===== src/rtl/ball_engine.sv =====
// ball_engine: ball motion, wall/paddle bounces, misses and scoring for the
// two-paddle game. One ball step per rising edge of the slow game tick.
module ball_engine #(
    parameter int SCREEN_W   = 640,
    parameter int SCREEN_H   = 480,
    parameter int BALL_SIZE  = 8,
    parameter int PADDLE_H   = 120,
    parameter int LEFT_X     = 24,
    parameter int RIGHT_X    = 616,
    parameter int STEP       = 2,
    parameter int SERVE_WAIT = 50,
    parameter int WIN_SCORE  = 9
) (
    input  logic       slowclock,
    input  logic       reset,
    input  logic [9:0] paddle_l_y,
    input  logic [9:0] paddle_r_y,
    input  logic       serve,
    output logic [9:0] ball_x,
    output logic [9:0] ball_y,
    output logic [3:0] score_l,
    output logic [3:0] score_r,
    output logic       hit,
    output logic       point_l,
    output logic       point_r,
    output logic       game_over,
    output logic [2:0] state
);

    typedef enum logic [2:0] {
        IDLE   = 3'd0,
        WAIT   = 3'd1,
        PLAY   = 3'd2,
        SCORED = 3'd3,
        OVER   = 3'd4
    } state_t;

    localparam logic [9:0]  CX        = 10'((SCREEN_W - BALL_SIZE) / 2);
    localparam logic [9:0]  CY        = 10'((SCREEN_H - BALL_SIZE) / 2);
    localparam logic [9:0]  XMAX      = 10'(SCREEN_W - BALL_SIZE);
    localparam logic [9:0]  YMAX      = 10'(SCREEN_H - BALL_SIZE);
    localparam logic [9:0]  STEP_V    = 10'(STEP);
    localparam logic [9:0]  Y_FLOOR   = 10'(SCREEN_H - BALL_SIZE - STEP);
    localparam logic [9:0]  X_RWALL   = 10'(SCREEN_W - BALL_SIZE - STEP);
    localparam logic [9:0]  LX        = 10'(LEFT_X);
    localparam logic [9:0]  LX_WIN    = 10'(LEFT_X + STEP);
    localparam logic [9:0]  RX_STOP   = 10'(RIGHT_X - BALL_SIZE);
    localparam logic [10:0] RX_FACE   = 11'(RIGHT_X);
    localparam logic [10:0] RX_WIN    = 11'(RIGHT_X - STEP);
    localparam logic [10:0] BALL_W    = 11'(BALL_SIZE);
    localparam logic [10:0] PADDLE_W  = 11'(PADDLE_H);
    localparam logic [7:0]  SERVE_CNT = 8'(SERVE_WAIT);
    localparam logic [3:0]  WIN       = 4'(WIN_SCORE);

    state_t     cur_state, nxt_state;
    logic       dx, dy, nxt_dx, nxt_dy;
    logic [7:0] count, nxt_count;
    logic [9:0] nxt_x, nxt_y;
    logic [3:0] nxt_score_l, nxt_score_r;
    logic       nxt_hit, nxt_point_l, nxt_point_r, nxt_game_over;
    logic [10:0] ball_right;

    // True when the ball's vertical span intersects a paddle's span
    function automatic logic overlaps(input logic [9:0] by, input logic [9:0] py);
        return (({1'b0, by} + BALL_W) > {1'b0, py}) && ({1'b0, by} < ({1'b0, py} + PADDLE_W));
    endfunction

    assign ball_right = {1'b0, ball_x} + BALL_W;
    assign state      = cur_state;

    // Register every piece of game state so all outputs come straight from flops
    always_ff @(posedge slowclock or negedge reset) begin
        if (!reset) begin
            cur_state <= IDLE;
            ball_x    <= CX;
            ball_y    <= CY;
            dx        <= 1'b0;
            dy        <= 1'b1;
            score_l   <= 4'd0;
            score_r   <= 4'd0;
            count     <= 8'd0;
            hit       <= 1'b0;
            point_l   <= 1'b0;
            point_r   <= 1'b0;
            game_over <= 1'b0;
        end else begin
            cur_state <= nxt_state;
            ball_x    <= nxt_x;
            ball_y    <= nxt_y;
            dx        <= nxt_dx;
            dy        <= nxt_dy;
            score_l   <= nxt_score_l;
            score_r   <= nxt_score_r;
            count     <= nxt_count;
            hit       <= nxt_hit;
            point_l   <= nxt_point_l;
            point_r   <= nxt_point_r;
            game_over <= nxt_game_over;
        end
    end

    // Next-state and next-value logic for serve, motion, bounces and scoring
    always_comb begin
        nxt_state   = cur_state;
        nxt_x       = ball_x;
        nxt_y       = ball_y;
        nxt_dx      = dx;
        nxt_dy      = dy;
        nxt_score_l = score_l;
        nxt_score_r = score_r;
        nxt_count   = count;
        nxt_hit     = 1'b0;
        nxt_point_l = 1'b0;
        nxt_point_r = 1'b0;

        case (cur_state)
            IDLE: begin
                nxt_x = CX;
                nxt_y = CY;
                if (serve) begin
                    nxt_state = WAIT;
                    nxt_count = SERVE_CNT;
                end
            end

            WAIT: begin
                nxt_count = (count != 8'd0) ? count - 8'd1 : 8'd0;
                if (count <= 8'd1) begin
                    nxt_state = PLAY;
                end
            end

            PLAY: begin
                // Vertical: bounce off floor/ceiling, otherwise step
                if (dy && (ball_y >= Y_FLOOR)) begin
                    nxt_y  = YMAX;
                    nxt_dy = 1'b0;
                end else if (!dy && (ball_y <= STEP_V)) begin
                    nxt_y  = 10'd0;
                    nxt_dy = 1'b1;
                end else if (dy) begin
                    nxt_y = ball_y + STEP_V;
                end else begin
                    nxt_y = ball_y - STEP_V;
                end

                // Horizontal: the narrow crossing window prevents late hits
                if (!dx) begin
                    if ((ball_x > LX) && (ball_x <= LX_WIN) && overlaps(ball_y, paddle_l_y)) begin
                        nxt_x   = LX;
                        nxt_dx  = 1'b1;
                        nxt_hit = 1'b1;
                    end else if (ball_x <= STEP_V) begin
                        nxt_x       = 10'd0;
                        nxt_score_r = (score_r < WIN) ? score_r + 4'd1 : score_r;
                        nxt_point_r = 1'b1;
                        nxt_state   = SCORED;
                    end else begin
                        nxt_x = ball_x - STEP_V;
                    end
                end else begin
                    if ((ball_right >= RX_WIN) && (ball_right < RX_FACE) && overlaps(ball_y, paddle_r_y)) begin
                        nxt_x   = RX_STOP;
                        nxt_dx  = 1'b0;
                        nxt_hit = 1'b1;
                    end else if (ball_x >= X_RWALL) begin
                        nxt_x       = XMAX;
                        nxt_score_l = (score_l < WIN) ? score_l + 4'd1 : score_l;
                        nxt_point_l = 1'b1;
                        nxt_state   = SCORED;
                    end else begin
                        nxt_x = ball_x + STEP_V;
                    end
                end
            end

            SCORED: begin
                // point_l/point_r are still high here and identify the scorer
                if ((point_r && (score_r == WIN)) || (point_l && (score_l == WIN))) begin
                    nxt_state = OVER;
                end else begin
                    nxt_x     = CX;
                    nxt_y     = CY;
                    nxt_dx    = point_l;
                    nxt_count = SERVE_CNT;
                    nxt_state = WAIT;
                end
            end

            OVER: begin
                if (serve) begin
                    nxt_score_l = 4'd0;
                    nxt_score_r = 4'd0;
                    nxt_x       = CX;
                    nxt_y       = CY;
                    nxt_dx      = 1'b0;
                    nxt_count   = SERVE_CNT;
                    nxt_state   = WAIT;
                end
            end

            default: begin
                nxt_state = IDLE;
            end
        endcase

        nxt_game_over = (nxt_state == OVER);
    end

endmodule


===== config.mk =====
export PLATFORM = sky130hd
export DESIGN_NAME = ball_engine
export DESIGN_NICKNAME = d
export VERILOG_FILES = /design/src/rtl/ball_engine.sv
export SDC_FILE = /design/constraint.sdc
export NUM_CORES = 1
export LEC_CHECK = 0
export CAP_MARGIN = 20
export CORE_UTILIZATION = 35
export CTS_CLUSTER_DIAMETER = 100
export DETAILED_ROUTE_END_ITERATION = 8
export PLACE_DENSITY = 0.56
export SYNTH_ARGS = -nofsm -noshare
export SYNTH_HDL_FRONTEND = slang
export SYNTH_SLANG_ARGS = --single-unit
export TNS_END_PERCENT = 10

===== constraint.sdc =====
create_clock -name slowclock -period 6.5 [get_ports slowclock]
set_input_delay 1.3 -clock slowclock [delete_from_list [all_inputs] [get_ports slowclock]]
set_output_delay 1.3 -clock slowclock [all_outputs]
set_load 0.02 [all_outputs]

# Word level (Yosys, flattened, before mapping)
# Index checks and enable logic that the tools add are counted.
dict set report op_classes {
  n_mul 0
  n_addsub 11
  n_bitwise 0
  n_reduce_logical 26
  order_cmp 15
  mux 57
  n_shift 0
  div 0
  eq_ne 18
}
# op count
set ops {}
lappend ops {{$mux W10} 12}
lappend ops {{$pmux W10 S4} 2}
lappend ops {{$mux W4} 9}
lappend ops {{$mux W3} 8}
lappend ops {{$mux W8} 3}
lappend ops {{$pmux W8 S3} 1}
lappend ops {{$add A10 B4 Y11 const B} 2}
lappend ops {{$add A10 B7 Y11 const B} 2}
lappend ops {{$gt A11 B10 Y1} 2}
lappend ops {{$lt A10 B11 Y1} 2}
lappend ops {{$add A10 B2 Y10 const B} 2}
lappend ops {{$le A10 B2 Y1 const B} 2}
lappend ops {{$ne A2 B2 Y1 const B} 10}
lappend ops {{$sub A10 B2 Y10 const B} 2}
lappend ops {{$mux W1} 18}
lappend ops {{$pmux W4 S2} 2}
lappend ops {{$pmux W3 S4} 1}
lappend ops {{$reduce_and A6 Y1} 2}
lappend ops {{$ge A11 B10 Y1 const B} 1}
lappend ops {{$lt A11 B10 Y1 const B} 1}
lappend ops {{$ge A10 B10 Y1 const B} 1}
lappend ops {{$ge A10 B9 Y1 const B} 1}
lappend ops {{$gt A10 B5 Y1 const B} 1}
lappend ops {{$le A10 B5 Y1 const B} 1}
lappend ops {{21 further kinds} 39}
dict set report totals {
  elab_cells 139
  register_bits 45
  out_inout_bits 35
  mem_bits_ro 0
  mem_bits_rw 0
  input_bits 23
  memories 0
  latchBits 0
}

# Depth between registers and ports, before layout
dict set report depth {
  word_depth 8
  ltp_mapped 13
  depth_no_buf 13
}

# Worst setup path after synthesis
# OpenSTA, ideal clock, no wires.
dict set report synth_timing {
  path_type {input port to flip-flop}
  start {input paddle_l_y[5]}
  end {register ball_x[7]}
  setup_time_ps 126
  path_slack_ps 2961
  arrival_time_ps 3413
  cell_stages 11
  required_ps 6374
  path_buffers 0
  path_cell_list {or4_4 -> nand2_1 -> xnor2_1 -> ha_1 -> o21ai_0 -> nor2_1 -> nor4_1 -> a31oi_2 -> o31ai_2 -> a21oi_1 -> a221o_1}
}
dict set report synth_via {
  elab_chain_len 7
  word_cells_on_any_way 8
  classes_between {1 x add/sub; 2 x order compare; 3 x mux; 2 x reduce/logical}
}
# element line
set synth_lines {}
lappend synth_lines {{start, declared} 16} ;# input logic [9:0] paddle_l_y,
lappend synth_lines {{$add A10 B7 Y11} 65} ;# return (({1'b0, by} + BALL_W) > {1'b0, py}) && ({1'b0, by} < ({1'b0, py} + PADDLE_W));
lappend synth_lines {{$lt A10 B11 Y1} 65}
lappend synth_lines {{$logic_and A1 B1 Y1 *} 65}
lappend synth_lines {{$logic_and A1 B1 Y1 *} 149} ;# if ((ball_x > LX) && (ball_x <= LX_WIN) && overlaps(ball_y, paddle_l_y)) begin
lappend synth_lines {{$mux W10 *} 149}
lappend synth_lines {{$mux W10 *} 148} ;# if (!dx) begin
lappend synth_lines {{$pmux W10 S4 *} 116} ;# case (cur_state)
lappend synth_lines {{end signal, assigned} 88} ;# ball_x <= nxt_x;
lappend synth_lines {{end, declared} 19} ;# output logic [9:0] ball_x,
# Every way passes the cells marked *; elsewhere a longest branch is shown, timed or not.
# A chain may end at the register's enable or synchronous reset.

# Worst setup path after layout
dict set report layout_timing {
  start {input paddle_l_y[5]}
  end {register ball_x[1]}
}
# Same word-level chain as after synthesis.

==> results.json <==
{
  "dieArea_mm2": 0.0122,
  "crit_path_max_incr_delay_ns": 0.56,
  "fin_util": 0.429,
  "clk_latency_ns": 0.29,
  "layout.nets": 620,
  "critPathKind": "input port to register",
  "wl_per_cell_um": 16.3,
  "worst_slew_margin_rel": 0.336,
  "start_util": 0.360,
  "cp-start-kind": "input port",
  "syn_area_per_cell_um2": 8.15,
  "grt_overflow_total": 0,
  "slew_violations": 0,
  "antenna_found_initial": 0,
  "powerDensity_mw_per_mm2": 202,
  "peakVddDrop_mv": 0.145,
  "placed_area_mm2": 0.00473,
  "clockBufferDepth": 2,
  "num_io_pins": 58,
  "ant_nets": 0,
  "port_buffers": 55,
  "vias": 3906,
  "area_delta_synth_final_pct": 19.3,
  "hpwl_um": 8430,
  "status": "complete, no violations",
  "post_cts_buffers": 0,
  "dpl_worst_slack_ns": 2.25,
  "num_rows": 39,
  "via_per_inst": 5.65,
  "holdWs_ns": 0.501,
  "crit_buf_inv": 1,
  "crit_path_end_kind": "register",
  "crit_fanout": 4,
  "p_leak_uw": 0.00211,
  "cts_resized": 0,
  "layout-drive-gt1-share": 0.0766,
  "synth_top_flop_cell": "dfrtp_1",
  "final_area_mm2": 0.00492,
  "synth_seq_area_share": 0.264,
  "cts_max_level": 2,
  "core_mm2": 0.0115,
  "skew_ns": 0.0101,
  "die_w_um": 111,
  "drtIter0Drc": 205,
  "tns_ns": 0,
  "cts_hold_repair.buffers": 0,
  "critPathArrivalTime_ns": 4.13,
  "clk_pin_slew_ns": 0.07,
  "synth_area_mm2": 0.00412,
  "crit_slowest_cell": "or4_4",
  "ys_warn_count": 0,
  "worstPathRequired_ns": 6.68,
  "ys_seq_elements": 43,
  "final.setup.worst_slack_ns": 2.55,
  "cts_num_sinks": 43,
  "grt_usage": 0.187,
  "cpMostUsedCell": "o21ai_0",
  "hp-class": "register to register",
  "cts-root-buf": "clkbuf_16",
  "grt_pass1_wl_um": 18800,
  "die_h_um": 111,
  "yosysTopAreaCell": "dfrtp_1",
  "finalHoldViolCount": 0,
  "globalplace.congestion": 0.865,
  "first_pass_iters": 5,
  "fin_crit_ns": 3.95,
  "yosysTopAreaCellShare": 0.194,
  "ys_types": 75,
  "yosys-top-cells-area": "dfrtp_1 19%, ha_1 15%, dfstp_2 7.0%",
  "numCtsBuffers": 5,
  "postSynthCellCount": 506,
  "num_antenna_cells": 0,
  "final.period_utilization": 0.607,
  "drt_wl_total_um": 11300,
  "async_flop_share": 1.00,
  "grt_max_degree": 44,
  "tightest_slew_ns": 0.992,
  "grt_pass1_vias": 3755,
  "crit_family": "simple AND/OR/NAND/NOR gates",
  "rsz0062_at_grt": "false",
  "cts_tree": "done",
  "drc": 0,
  "drv_cap": 0,
  "clock.fmax_mhz": 253,
  "synth-edff-count": 0,
  "setup_viol": 0,
  "crit_chain": "clkdlybuf4s50_1, or4_4, nand2_1, xnor2_1, ha_1, o21ai_0, nor2_1, nor4_1, a31oi_2, o31ai_2, o21ai_0, a22o_1"
}
-- sequential cells by signal (all words and copies together), names as in the netlist --
| register | count |
|---|---|
| score_l | 4 |
| state | 3 |
| hit | 1 |
| dx | 1 |
| count | 8 |
| ball_x | 9 |
| ball_y | 9 |
| point_r | 1 |
| score_r | 4 |
| game_over | 1 |
| dy | 1 |
| point_l | 1 |
-- logic make-up after synthesis --
kind of cell	after synthesis	synth area share
multiplexers	2	0.00546
AND/OR/NAND/NOR	170	0.217
XOR/XNOR	22	0.0467
buffers and inverters	68	0.0713
other	1	0.000910
AO/OA/AOI/OAI	150	0.242
adder cells (fa/ha/maj)	50	0.152
flip-flops	43	0.264
-- through the flow --
stage,instances,total power (µW)
floorplan,507,595
global placement,682,695
detailed placement,682,699
CTS,690,1000
global route,691,1070
finish,691,992
-- worst register-to-register path: cells and delay by family, from the launching register on --
kind	cells	cell delay [ns]
and+or+nand+nor	5	0.77
xor gates and xnor gates	1	0.27
adders and majority gates	2	0.58
DFF	1	0.70
AOI/OAI and AO/OA	3	0.84
-- layout make-up --
class / instances / area (µm²)
clock inverter: 3 / 46.3
multi-input combinational: 396 / 2740
timing repair buffer: 56 / 566
sequential: 43 / 1090
inverter: 45 / 169
clock buffer: 5 / 125
fill: 1141 / 6550
tap: 143 / 179
-- power by group --
group	switching, µW	internal [µW]
clock network	114	183
logic	197	140
registers	53.4	304
total	365	628
-- final timing paths --
| kind | start | end | slack, ns | cells past startpoint |
|---|---|---|---|---|
| setup / recovery | paddle_l_y[5] | ball_x[1] | 2.55 | 12 |
| hold / removal | count[7] | count[7] | 0.50 | 1 |
| setup reg to reg | ball_y[3] | ball_x[7] | 3.23 | 11 |
| hold reg to reg | count[7] | count[7] | 0.50 | 1 |
| max in group asynchronous | reset | ball_y[5] | 4.96 | 2 |
| min in group asynchronous | reset | count[1] | 0.96 | 1 |
-- placed cells by master, fill, tap and decap left out, types with 11 or more instances in the layout --
cell | netlist | routed
inv_1 | 45 | 45
o21ai_0 | 36 | 36
clkdlybuf4s50_1 | 0 | 54
nor2_1 | 46 | 46
xnor2_1 | 16 | 16
ha_1 | 50 | 50
nor3_1 | 16 | 16
dfrtp_1 | 32 | 32
nand3_1 | 24 | 24
dfstp_2 | 11 | 11
nand2_1 | 23 | 23
a21oi_1 | 39 | 39
-- Yosys cell counts (all sizes together), types with 11 or more instances --
master,number
ha,50
nor2,49
inv,45
o21ai,41
a21oi,40
dfrtp,32
nand3,25
nand2,24
buf,18
nor3,17
xnor2,16
dfstp,11
-- per-layer routing --
layer	GRT usage	vias to the layer above	wire, µm
met5	0	-	0
li1	-	1921	-
met3	0.0263	11	526
met4	0.0516	0	154
met1	0.257	1865	5380
met2	0.306	109	5230
No activity file was read; power rests on OpenSTA's default activity.
